File: src/rtl/stack_sequencer_pkg.sv
// Shared opcode values, opcode-class helpers and state encoding for the
// nibble-serial stack CPU program sequencer.
package stack_sequencer_pkg;

  localparam logic [3:0] OP_NOOP = 4'h0;
  localparam logic [3:0] OP_PUSH = 4'h1;
  localparam logic [3:0] OP_POP  = 4'h2;
  localparam logic [3:0] OP_OUTL = 4'h3;
  localparam logic [3:0] OP_OUTH = 4'h4;
  localparam logic [3:0] OP_SWAP = 4'h5;
  localparam logic [3:0] OP_PUSF = 4'h6;
  localparam logic [3:0] OP_REPL = 4'h7;
  localparam logic [3:0] OP_BIN  = 4'h8;
  localparam logic [3:0] OP_MULT = 4'h9;
  localparam logic [3:0] OP_HALT = 4'hF;

  typedef enum logic [2:0] {
    S_IDLE,
    S_CPU_RST,
    S_RUN,
    S_STEP_WAIT,
    S_HALTED
  } seq_state_t;

  // Number of CPU execute cycles following the fetch cycle of an opcode.
  function automatic logic [1:0] exec_len(input logic [3:0] op);
    case (op)
      OP_NOOP, OP_OUTL, OP_OUTH:                          exec_len = 2'd1;
      OP_PUSH, OP_POP, OP_SWAP, OP_PUSF, OP_REPL, OP_BIN: exec_len = 2'd2;
      OP_MULT:                                            exec_len = 2'd3;
      default:                                            exec_len = 2'd1;
    endcase
  endfunction

  // Opcodes followed in memory by an operand nibble.
  function automatic logic has_operand(input logic [3:0] op);
    case (op)
      OP_PUSH, OP_PUSF, OP_REPL, OP_BIN: has_operand = 1'b1;
      default:                           has_operand = 1'b0;
    endcase
  endfunction

endpackage

File: src/rtl/seq_program_mem.sv
// Program nibble store: one synchronous write port, two asynchronous read
// ports (opcode and operand).
module seq_program_mem #(
  parameter int unsigned ADDR_W = 4
) (
  input  logic              clk,
  input  logic              we,
  input  logic [ADDR_W-1:0] waddr,
  input  logic [3:0]        wdata,
  input  logic [ADDR_W-1:0] op_addr,
  output logic [3:0]        op_data,
  input  logic [ADDR_W-1:0] arg_addr,
  output logic [3:0]        arg_data
);

  localparam int unsigned DEPTH = 2 ** ADDR_W;

  logic [3:0] mem [DEPTH];

  always_ff @(posedge clk) begin
    if (we) begin
      mem[waddr] <= wdata;
    end
  end

  assign op_data  = mem[op_addr];
  assign arg_data = mem[arg_addr];

endmodule

File: src/rtl/stack_sequencer.sv
// Program sequencer: replays stored nibbles into the stack CPU, locked to its
// fetch/execute slot rhythm, with CPU reset ownership and single-step support.
module stack_sequencer
  import stack_sequencer_pkg::*;
#(
  parameter int unsigned ADDR_W = 4
) (
  input  logic              clk,
  input  logic              rst,
  input  logic              load_en,
  input  logic [ADDR_W-1:0] load_addr,
  input  logic [3:0]        load_data,
  input  logic              start,
  input  logic              step_mode,
  input  logic              step,
  output logic              cpu_rst,
  output logic [3:0]        cpu_inbits,
  output logic [ADDR_W-1:0] pc,
  output logic              busy,
  output logic              halted
);

  seq_state_t        state_q, state_d;
  logic [ADDR_W-1:0] pc_q, pc_d;
  logic [1:0]        cyc_q, cyc_d;
  logic              step_pend_q, step_pend_d;

  logic              mem_we;
  logic [3:0]        op;
  logic [3:0]        opd;
  logic [1:0]        slot_e;
  logic              slot_end;
  logic              step_seen;

  assign mem_we = load_en && (state_q == S_IDLE || state_q == S_HALTED);

  seq_program_mem #(
    .ADDR_W(ADDR_W)
  ) u_mem (
    .clk      (clk),
    .we       (mem_we),
    .waddr    (load_addr),
    .wdata    (load_data),
    .op_addr  (pc_q),
    .op_data  (op),
    .arg_addr (pc_q + ADDR_W'(1)),
    .arg_data (opd)
  );

  // Only RUN issues program slots; STEP_WAIT and HALTED issue 2-cycle NOOP slots.
  assign slot_e    = (state_q == S_RUN) ? exec_len(op) : 2'd1;
  assign slot_end  = (cyc_q == slot_e);
  assign step_seen = step_pend_q || (step && state_q == S_STEP_WAIT);

  always_ff @(posedge clk) begin
    if (rst) begin
      state_q     <= S_IDLE;
      pc_q        <= '0;
      cyc_q       <= '0;
      step_pend_q <= 1'b0;
    end else begin
      state_q     <= state_d;
      pc_q        <= pc_d;
      cyc_q       <= cyc_d;
      step_pend_q <= step_pend_d;
    end
  end

  always_comb begin
    state_d     = state_q;
    pc_d        = pc_q;
    cyc_d       = cyc_q;
    step_pend_d = step_pend_q;
    cpu_rst     = 1'b0;
    cpu_inbits  = OP_NOOP;

    case (state_q)
      S_IDLE: begin
        cpu_rst     = 1'b1;
        cyc_d       = '0;
        step_pend_d = 1'b0;
        if (start) begin
          state_d = S_CPU_RST;
          pc_d    = '0;
        end
      end

      // Leaving CPU reset counts as the first slot boundary, so step_mode
      // already applies to the very first program slot.
      S_CPU_RST: begin
        cpu_rst     = 1'b1;
        pc_d        = '0;
        cyc_d       = '0;
        step_pend_d = 1'b0;
        state_d     = step_mode ? S_STEP_WAIT : S_RUN;
      end

      S_RUN: begin
        if (cyc_q == 2'd0) begin
          cpu_inbits = (op == OP_HALT) ? OP_NOOP : op;
        end else if (has_operand(op)) begin
          cpu_inbits = opd;
        end
        if (slot_end) begin
          cyc_d = '0;
          if (op == OP_HALT) begin
            state_d = S_HALTED;
          end else begin
            pc_d    = pc_q + (has_operand(op) ? ADDR_W'(2) : ADDR_W'(1));
            state_d = step_mode ? S_STEP_WAIT : S_RUN;
          end
        end else begin
          cyc_d = cyc_q + 2'd1;
        end
      end

      S_STEP_WAIT: begin
        step_pend_d = step_seen;
        if (slot_end) begin
          cyc_d = '0;
          if (!step_mode || step_seen) begin
            state_d     = S_RUN;
            step_pend_d = 1'b0;
          end
        end else begin
          cyc_d = cyc_q + 2'd1;
        end
      end

      S_HALTED: begin
        cyc_d = slot_end ? 2'd0 : cyc_q + 2'd1;
        if (start) begin
          state_d = S_CPU_RST;
          pc_d    = '0;
          cyc_d   = '0;
        end
      end

      default: begin
        state_d = S_IDLE;
        cpu_rst = 1'b1;
      end
    endcase
  end

  assign pc     = pc_q;
  assign busy   = (state_q == S_RUN) || (state_q == S_STEP_WAIT);
  assign halted = (state_q == S_HALTED);

endmodule

File: config.mk
export PLATFORM = sky130hd
export DESIGN_NAME = stack_sequencer
export DESIGN_NICKNAME = d
export VERILOG_FILES = /design/src/rtl/stack_sequencer_pkg.sv /design/src/rtl/seq_program_mem.sv /design/src/rtl/stack_sequencer.sv
export SDC_FILE = /design/constraint.sdc
export NUM_CORES = 1
export LEC_CHECK = 0
export CAP_MARGIN = 20
export CORE_UTILIZATION = 60
export CTS_CLUSTER_DIAMETER = 200
export DETAILED_ROUTE_END_ITERATION = 6
export GPL_TIMING_DRIVEN = 0
export PLACE_DENSITY = 0.8
export SLEW_MARGIN = 30
export SYNTH_ARGS = -nofsm -noshare
export SYNTH_HDL_FRONTEND = slang
export SYNTH_HIERARCHICAL = 1
export SYNTH_SLANG_ARGS = --single-unit
File: constraint.sdc
create_clock -name clk -period 11.7 [get_ports clk]
set_input_delay 1.17 -clock clk [delete_from_list [all_inputs] [get_ports clk]]
set_output_delay 1.17 -clock clk [all_outputs]
set_load 0.01 [all_outputs]
==> results of run 1 <==
## Yosys cell counts (6+ instances only)
cell,n
dfxtp_1,10
edfxtp_1,64
nand2_1,18
nor3_1,8
a21oi_1,14
a22oi_1,9
mux4_1,28
ha_1,8
inv_1,12
o21ai_0,8
nand3b_1,6
nand3_1,25
nor2_1,26
## layer usage
metal / routed length [um] / vias up / global-route usage
met5: 0 / - / 0
met4: 112 / 0 / 0.07704
met3: 510 / 20 / 0.04916
met2: 4495 / 132 / 0.4605
met1: 3788 / 1355 / 0.3749
li1: - / 1269 / -
## state kept, by name, indices dropped and copies added, names as in the netlist
register	flops
u_mem/mem	64
step_pend_q	1
pc	4
cyc_q	2
state_q	3
## cells by family after synthesis
logic type / after synthesis
XOR/XNOR: 2
flip-flops: 74
buffers and inverters: 26
AO/OA/AOI/OAI: 46
adder cells (fa/ha/maj): 9
multiplexers: 32
AND/OR/NAND/NOR: 105
## power groups by stage
stage / combinational (mW) / sequential, mW / clock (mW)
floorplan: 0.0572 / 0.299 / 0
global placement: 0.0815 / 0.299 / 0
finish: 0.0846 / 0.294 / 0.261
CTS: 0.0840 / 0.294 / 0.264
detailed placement: 0.0833 / 0.300 / 0
global route: 0.0917 / 0.295 / 0.275
## layout by cell type, fill, tap and decap left out, types with 5 or more instances in the layout
| master | netlist | routed |
|---|---|---|
| a21oi_1 | 14 | 14 |
| a22oi_1 | 9 | 9 |
| clkbuf_1 | 4 | 5 |
| clkbuf_8 | 0 | 9 |
| clkdlybuf4s50_1 | 0 | 24 |
| dfxtp_1 | 10 | 10 |
| edfxtp_1 | 64 | 64 |
| ha_1 | 8 | 8 |
| inv_1 | 12 | 12 |
| mux4_1 | 28 | 28 |
| nand2_1 | 18 | 18 |
| nand3_1 | 25 | 25 |
| nand3b_1 | 6 | 6 |
| nor2_1 | 26 | 26 |
| nor2b_1 | 5 | 5 |
| nor3_1 | 8 | 8 |
| o21ai_0 | 8 | 8 |
## path summary, 6_finish.rpt
| kind | from | endpoint | slack [ns] | cells past startpoint |
|---|---|---|---|---|
| worst max register to register | pc[1] | pc[1] | 7.33 | 15 |
| worst min-delay path | step_pend_q | step_pend_q | 0.55 | 2 |
| worst min register to register | step_pend_q | step_pend_q | 0.55 | 2 |
| worst max-delay path | pc[1] | cpu_inbits[1] | 6.55 | 12 |
## worst max-delay path: stages, from the launching register on
cell	delay, ns
dfxtp_1	0.46
clkbuf_1	0.33
buf_2	0.32
mux4_2	0.33
a22oi_1	0.23
nand3_1	0.28
inv_1	0.15
ha_1	0.15
o21ai_0	0.07
o21ai_1	0.41
nand3b_1	0.14
a21oi_1	0.21
clkdlybuf4s50_1	0.56
## stage by stage
step / total power, mW / area [um2]
2_1_floorplan: 0.3560 / 4108
3_3_place_gp: 0.3809 / 4444
3_5_place_dp: 0.3831 / 4444
4_1_cts: 0.6420 / 4710
5_1_grt: 0.6612 / 4710
6_report: 0.6391 / 4710
## layout make-up
type,instances,area [um2]
multi-input combinational,194,1828
tap,77,96.34
sequential,74,2122
timing repair buffer,24,240.2
clock buffer,10,127.6
clock inverter,6,137.6
inverter,13,48.80
fill,400,1785
buffer,13,108.9
==> results.md, run 1 <==
- Avg Synthesized Cell Area: 13.97 um2
- H-tree Lvls: 3
- Initial antenna violation count: 0
- Vias in the first global route: 2727
- DR DRC count: 7
- Root Buffer: clkbuf_8
- Post-synth top area cell: edfxtp_1
- RSZ-0062 raised after global routing: false
- First-pass DRT Iterations: 7
- Clock Power Share: 0.408
- Dpl ws: 7.003 ns
- Run status: finished, violations left
- Pwr dens: 135.7 nW/um2
- Nets: 352
- Max cap viols: 0
- Setup ws final: 6.547 ns
- Overflow left after global routing: 0
- Antenna-violating nets left: 0
- Post-Synth Adder-Cell Area: 0.02924
- Die height: 84.74 um
- Cell-internal power: 494.8 uW
- Num rows: 29
- Syn Inst Count: 294
- Min-delay worst type: flip-flop to flip-flop
- Post-route insts no fill: 411
- Predominant post-synthesis flop cell: edfxtp_1
- Slew headroom: 0.5125
- Largest family of logic cells by synthesized area: multiplexers
- Hold Buf Count CTS: 0
- Final Hold Viols: 0
- Post-route minimum period: 5.153 ns
- I/O Pins: 25
- Switching Fraction: 0.2258
- Leakage: 1.601 nW
- Post-DR vias/cell: 6.754
- Post-synthesis compound-gate area fraction: 0.08041
- Area of the core: 6495 um2
- DP HPWL: 6045 um
- GRT Total Usage: 0.2747
- Diode count: 0
- Multiplexer area fraction after synthesis: 0.2010
- Maximum number of pins on one net before global-route repair: 17
- Clk_skew: 0.01269 ns
- Top cells by area, synth: edfxtp_1, mux4_1, dfxtp_1, nand3_1, ha_1
- Simple-gate portion of the synthesized area: 0.1301
- Number of synthesized flops with an enable pin: 64
- Period utilization: 0.4404
- CP endpoint kind: output pin
- Register area share after synthesis: 0.5166
- Inst Count DP: 395
- Smallest hold slack: 0.5547 ns
- Clk_lat worst skew: 0.34 ns
- P_sw: 144.3 uW
- Synth async-reset ratio: 0
- DRT iter0 DRCs: 282
- CP Launch Type: flip-flop
- Layout cells sized above 1: 0.1078
- Initial Util: 0.6324
- Final slew viol count: 0
- Logic pwr share: 0.132
- Die footprint: 7181 um2
- TNS Setup: 0 ns
- Crit Path Category: flip-flop to output pin
- Synthesized Nets: 317
- Avg WL per Cell: 21.67 um
- PostCTS Resize Cnt: 0
- First-pass GRT wire length: 14520 um
- Worst-Margin Slew: 0.7257 ns
- Sequential share of power: 0.460
- Post-CTS Repair Setup Buffers: 0
- Fmax: 194.1 MHz
- Input/output buffers: 24
- Failing checks: DRC
- Clock transition at path regs: 0.09 ns
- Num CTS Buffers: 9
- Core Util, Final: 0.7251
- Xor/xnor share of the synthesized area: 0.004264
- Mapped cell area: 4108 um2
- Final wirelength: 8906 um
- Chip Width: 84.74 um
- Top cell type's share of synthesized area: 0.4679
- CTS Sinks: 74
- CP Data Arrival Time: 3.98 ns
- Placer Congestion: 0.8496
- CTS tree: done
- CP Data Required Time: 10.53 ns
- Final setup fails: 0
- Area delta synth->final: 14.65%
- Yosys warning count: 6
- IR drop worst, VDD: 121.1 uV
- CTS max path bufs: 2
- DR vias: 2776
- FF+latch count, synth: 74
- Largest fanout on the critical path: 10
- Yosys cell types: 47
(Power assumes the default switching activity.)
==> run 2, diff against run 1 <==
- CORE_UTILIZATION: 60 -> 59
- PLACE_DENSITY: 0.8 -> 0.79
- clock period: 11.7 -> 4.8 ns (I/O delays scaled with it)
==> run 2 against run 1 <==
  * The run now ends clean
  * Largest cell class unchanged
  * Via count shrank 0.68%
  * Clock-buffer cell count is the same
  * Clock skew shrank 0.0016 ns
  * Clock power grew 62%
  * Die area grew 1.7%
  * First-iteration DRC count shrank 28%
  * Utilization shrank 4.2 points
  * Largest power group unchanged
  * Critical path depth is the same
==> results.md, run 2 (synthesized netlist as in run 1, its figures left out) <==
- Clock Power Share: 0.315 (was 0.408)
- Placed Instance Area: 4448 um2 (was 4444 um2)
- TNS Setup: 0 ns (unchanged)
- Clock transition at path regs: 0.07 ns (was 0.09 ns)
- Final Hold Viols: 0 (unchanged)
- Fmax: 224.8 MHz
- Diode count: 0 (unchanged)
- Vias in the first global route: 2721 (was 2727)
- Period utilization: 0.9268
- CTS max path bufs: 2 (unchanged)
- Post-CTS Repair Setup Buffers: 0 (unchanged)
- Num CTS Buffers: 9 (unchanged)
- Post-route minimum period: 4.449 ns
- Layout cells sized above 1: 0.1048 (was 0.1078)
- Post-DR vias/cell: 6.659 (was 6.754)
- CP endpoint kind: output pin (unchanged)
- Chip Width: 85.44 um (was 84.74 um)
- Final instance area: 4617 um2 (was 4710 um2)
- PostCTS Resize Cnt: 0 (unchanged)
- Switching Fraction: 0.2604 (was 0.2258)
- IR drop worst, VDD: 233.7 uV (was 121.1 uV)
- Leakage: 1.551 nW (was 1.601 nW)
- Sequential share of power: 0.533 (was 0.460)
- Nets: 352 (unchanged)
- GRT Total Usage: 0.2533 (was 0.2747)
- Crit Path Category: flip-flop to output pin (unchanged)
- I/O Pins: 25 (unchanged)
- DP HPWL: 6181 um (was 6045 um)
- Largest fanout on the critical path: 10 (unchanged)
- Pwr dens: 291.0 nW/um2 (was 135.7 nW/um2)
- DRT iter0 DRCs: 202 (was 282)
- Die footprint: 7300 um2 (was 7181 um2)
- Filler cells: 465 (was 400)
- DR vias: 2757 (was 2776)
- DR DRC count: 0 (was 7)
- CTS tree: done (unchanged)
- Max reg flops: 64 (unchanged)
- CP Data Arrival Time: 3.97 ns (was 3.98 ns)
- First-pass GRT wire length: 13480 um (was 14520 um)
- RSZ-0062 raised after global routing: false (unchanged)
- Area delta synth->final: 12.40% (was 14.65%)
- Final wirelength: 8430 um (was 8906 um)
- Most frequent cells in the layout: edfxtp_1, mux4_1, nor2_1 (unchanged)
- Run status: completed (was finished, violations left)
- Min-delay worst type: flip-flop to flip-flop (unchanged)
- Logic pwr share: 0.151 (was 0.132)
- Cell-internal power: 993.7 uW (was 494.8 uW)
- CP Launch Type: flip-flop (unchanged)
- Maximum number of pins on one net before global-route repair: 17 (unchanged)
- First-pass DRT Iterations: 5 (was 7)
- Final slew viol count: 0 (unchanged)
- Clk_lat worst skew: 0.35 ns (was 0.34 ns)
- Clk_skew: 0.01111 ns (was 0.01269 ns)
- Slew headroom: 0.5680 (was 0.5125)
- Initial antenna violation count: 0 (unchanged)
- Final setup fails: 0 (unchanged)
- Smallest hold slack: 0.5685 ns (was 0.5547 ns)
- H-tree Lvls: 3 (unchanged)
- CP Data Required Time: 4.32 ns (was 10.53 ns)
- Root Buffer: clkbuf_8 (unchanged)
- Antenna-violating nets left: 0 (unchanged)
- Placer Congestion: 0.8565 (was 0.8496)
- CTS Sinks: 74 (unchanged)
- Initial Util: 0.6080 (was 0.6324)
- Num rows: 30 (was 29)
- Hold Buf Count CTS: 0 (unchanged)
- Input/output buffers: 24 (unchanged)
- Overflow left after global routing: 0 (unchanged)
- Area of the core: 6756 um2 (was 6495 um2)
- Max cap viols: 0 (unchanged)
- Avg WL per Cell: 20.36 um (was 21.67 um)
- Largest Register: u_mem/mem (unchanged)
- Worst-Margin Slew: 0.6430 ns (was 0.7257 ns)
- P_sw: 349.9 uW (was 144.3 uW)
- Die height: 85.44 um (was 84.74 um)
- Leading cell type in the layout, fill and taps excluded: edfxtp_1 (unchanged)
## run 2: path summary, 6_finish.rpt
kind | startpoint | endpoint | slack, ns | cells after the start
hold reg to reg | step_pend_q | step_pend_q | 0.57 | 2
setup reg to reg | pc[1] | pc[1] | 0.43 | 15
setup / recovery | pc[1] | cpu_inbits[1] | 0.35 | 12
hold / removal | step_pend_q | step_pend_q | 0.57 | 2
## run 2: per-stage QoR
| step | worst slack (ns) | cells | utilization | power (mW) |
|---|---|---|---|---|
| after floorplan | 1.031 | 294 | - | 0.8678 |
| after global placement | 0.6146 | 398 | 0.6583 | 0.9272 |
| after detailed placement | 0.4679 | 398 | 0.6583 | 0.9334 |
| after CTS | 0.3447 | 414 | 0.6833 | 1.351 |
| after global routing | 0.04197 | 414 | 0.6833 | 1.394 |
| final | 0.3512 | 414 | 0.6833 | 1.344 |
## run 2: power groups by stage
| stage | Clock (mW) | Sequential (mW) | Combinational, mW |
|---|---|---|---|
| global placement | 0 | 0.730 | 0.197 |
| finish | 0.424 | 0.716 | 0.204 |
| detailed placement | 0 | 0.731 | 0.202 |
| global route | 0.453 | 0.718 | 0.223 |
| CTS | 0.432 | 0.716 | 0.203 |
| floorplan | 0 | 0.729 | 0.139 |
## run 2: area by class of cell
cell class	count	area (um2)	area share
multi-input cells	194	1828	0.3959
inverters	13	48.80	0.01057
plain buffers	13	108.9	0.02358
flip-flops and latches	74	2122	0.4596
well taps	80	100.1	0.02168
clock buffers	10	127.6	0.02764
clock inverters	6	41.29	0.008943
repair buffers	24	240.2	0.05203
## run 2: metal layers
layer	track usage	up-vias	wire (um)
met5	0	-	0
met3	0.05739	32	494
met4	0.1348	0	280
met2	0.4007	135	4097
li1	-	1258	-
met1	0.3302	1332	3557
## run 2: worst max-delay path, cell delays in order (launching register included)
cell             delay [ns]
dfxtp_1                0.45
clkbuf_1               0.31
buf_2                  0.30
mux4_2                 0.34
a22oi_1                0.24
nand3_1                0.29
inv_1                  0.16
ha_1                   0.15
o21ai_0                0.07
o21ai_1                0.41
nand3b_1               0.12
a21oi_1                0.22
clkdlybuf4s50_1        0.57
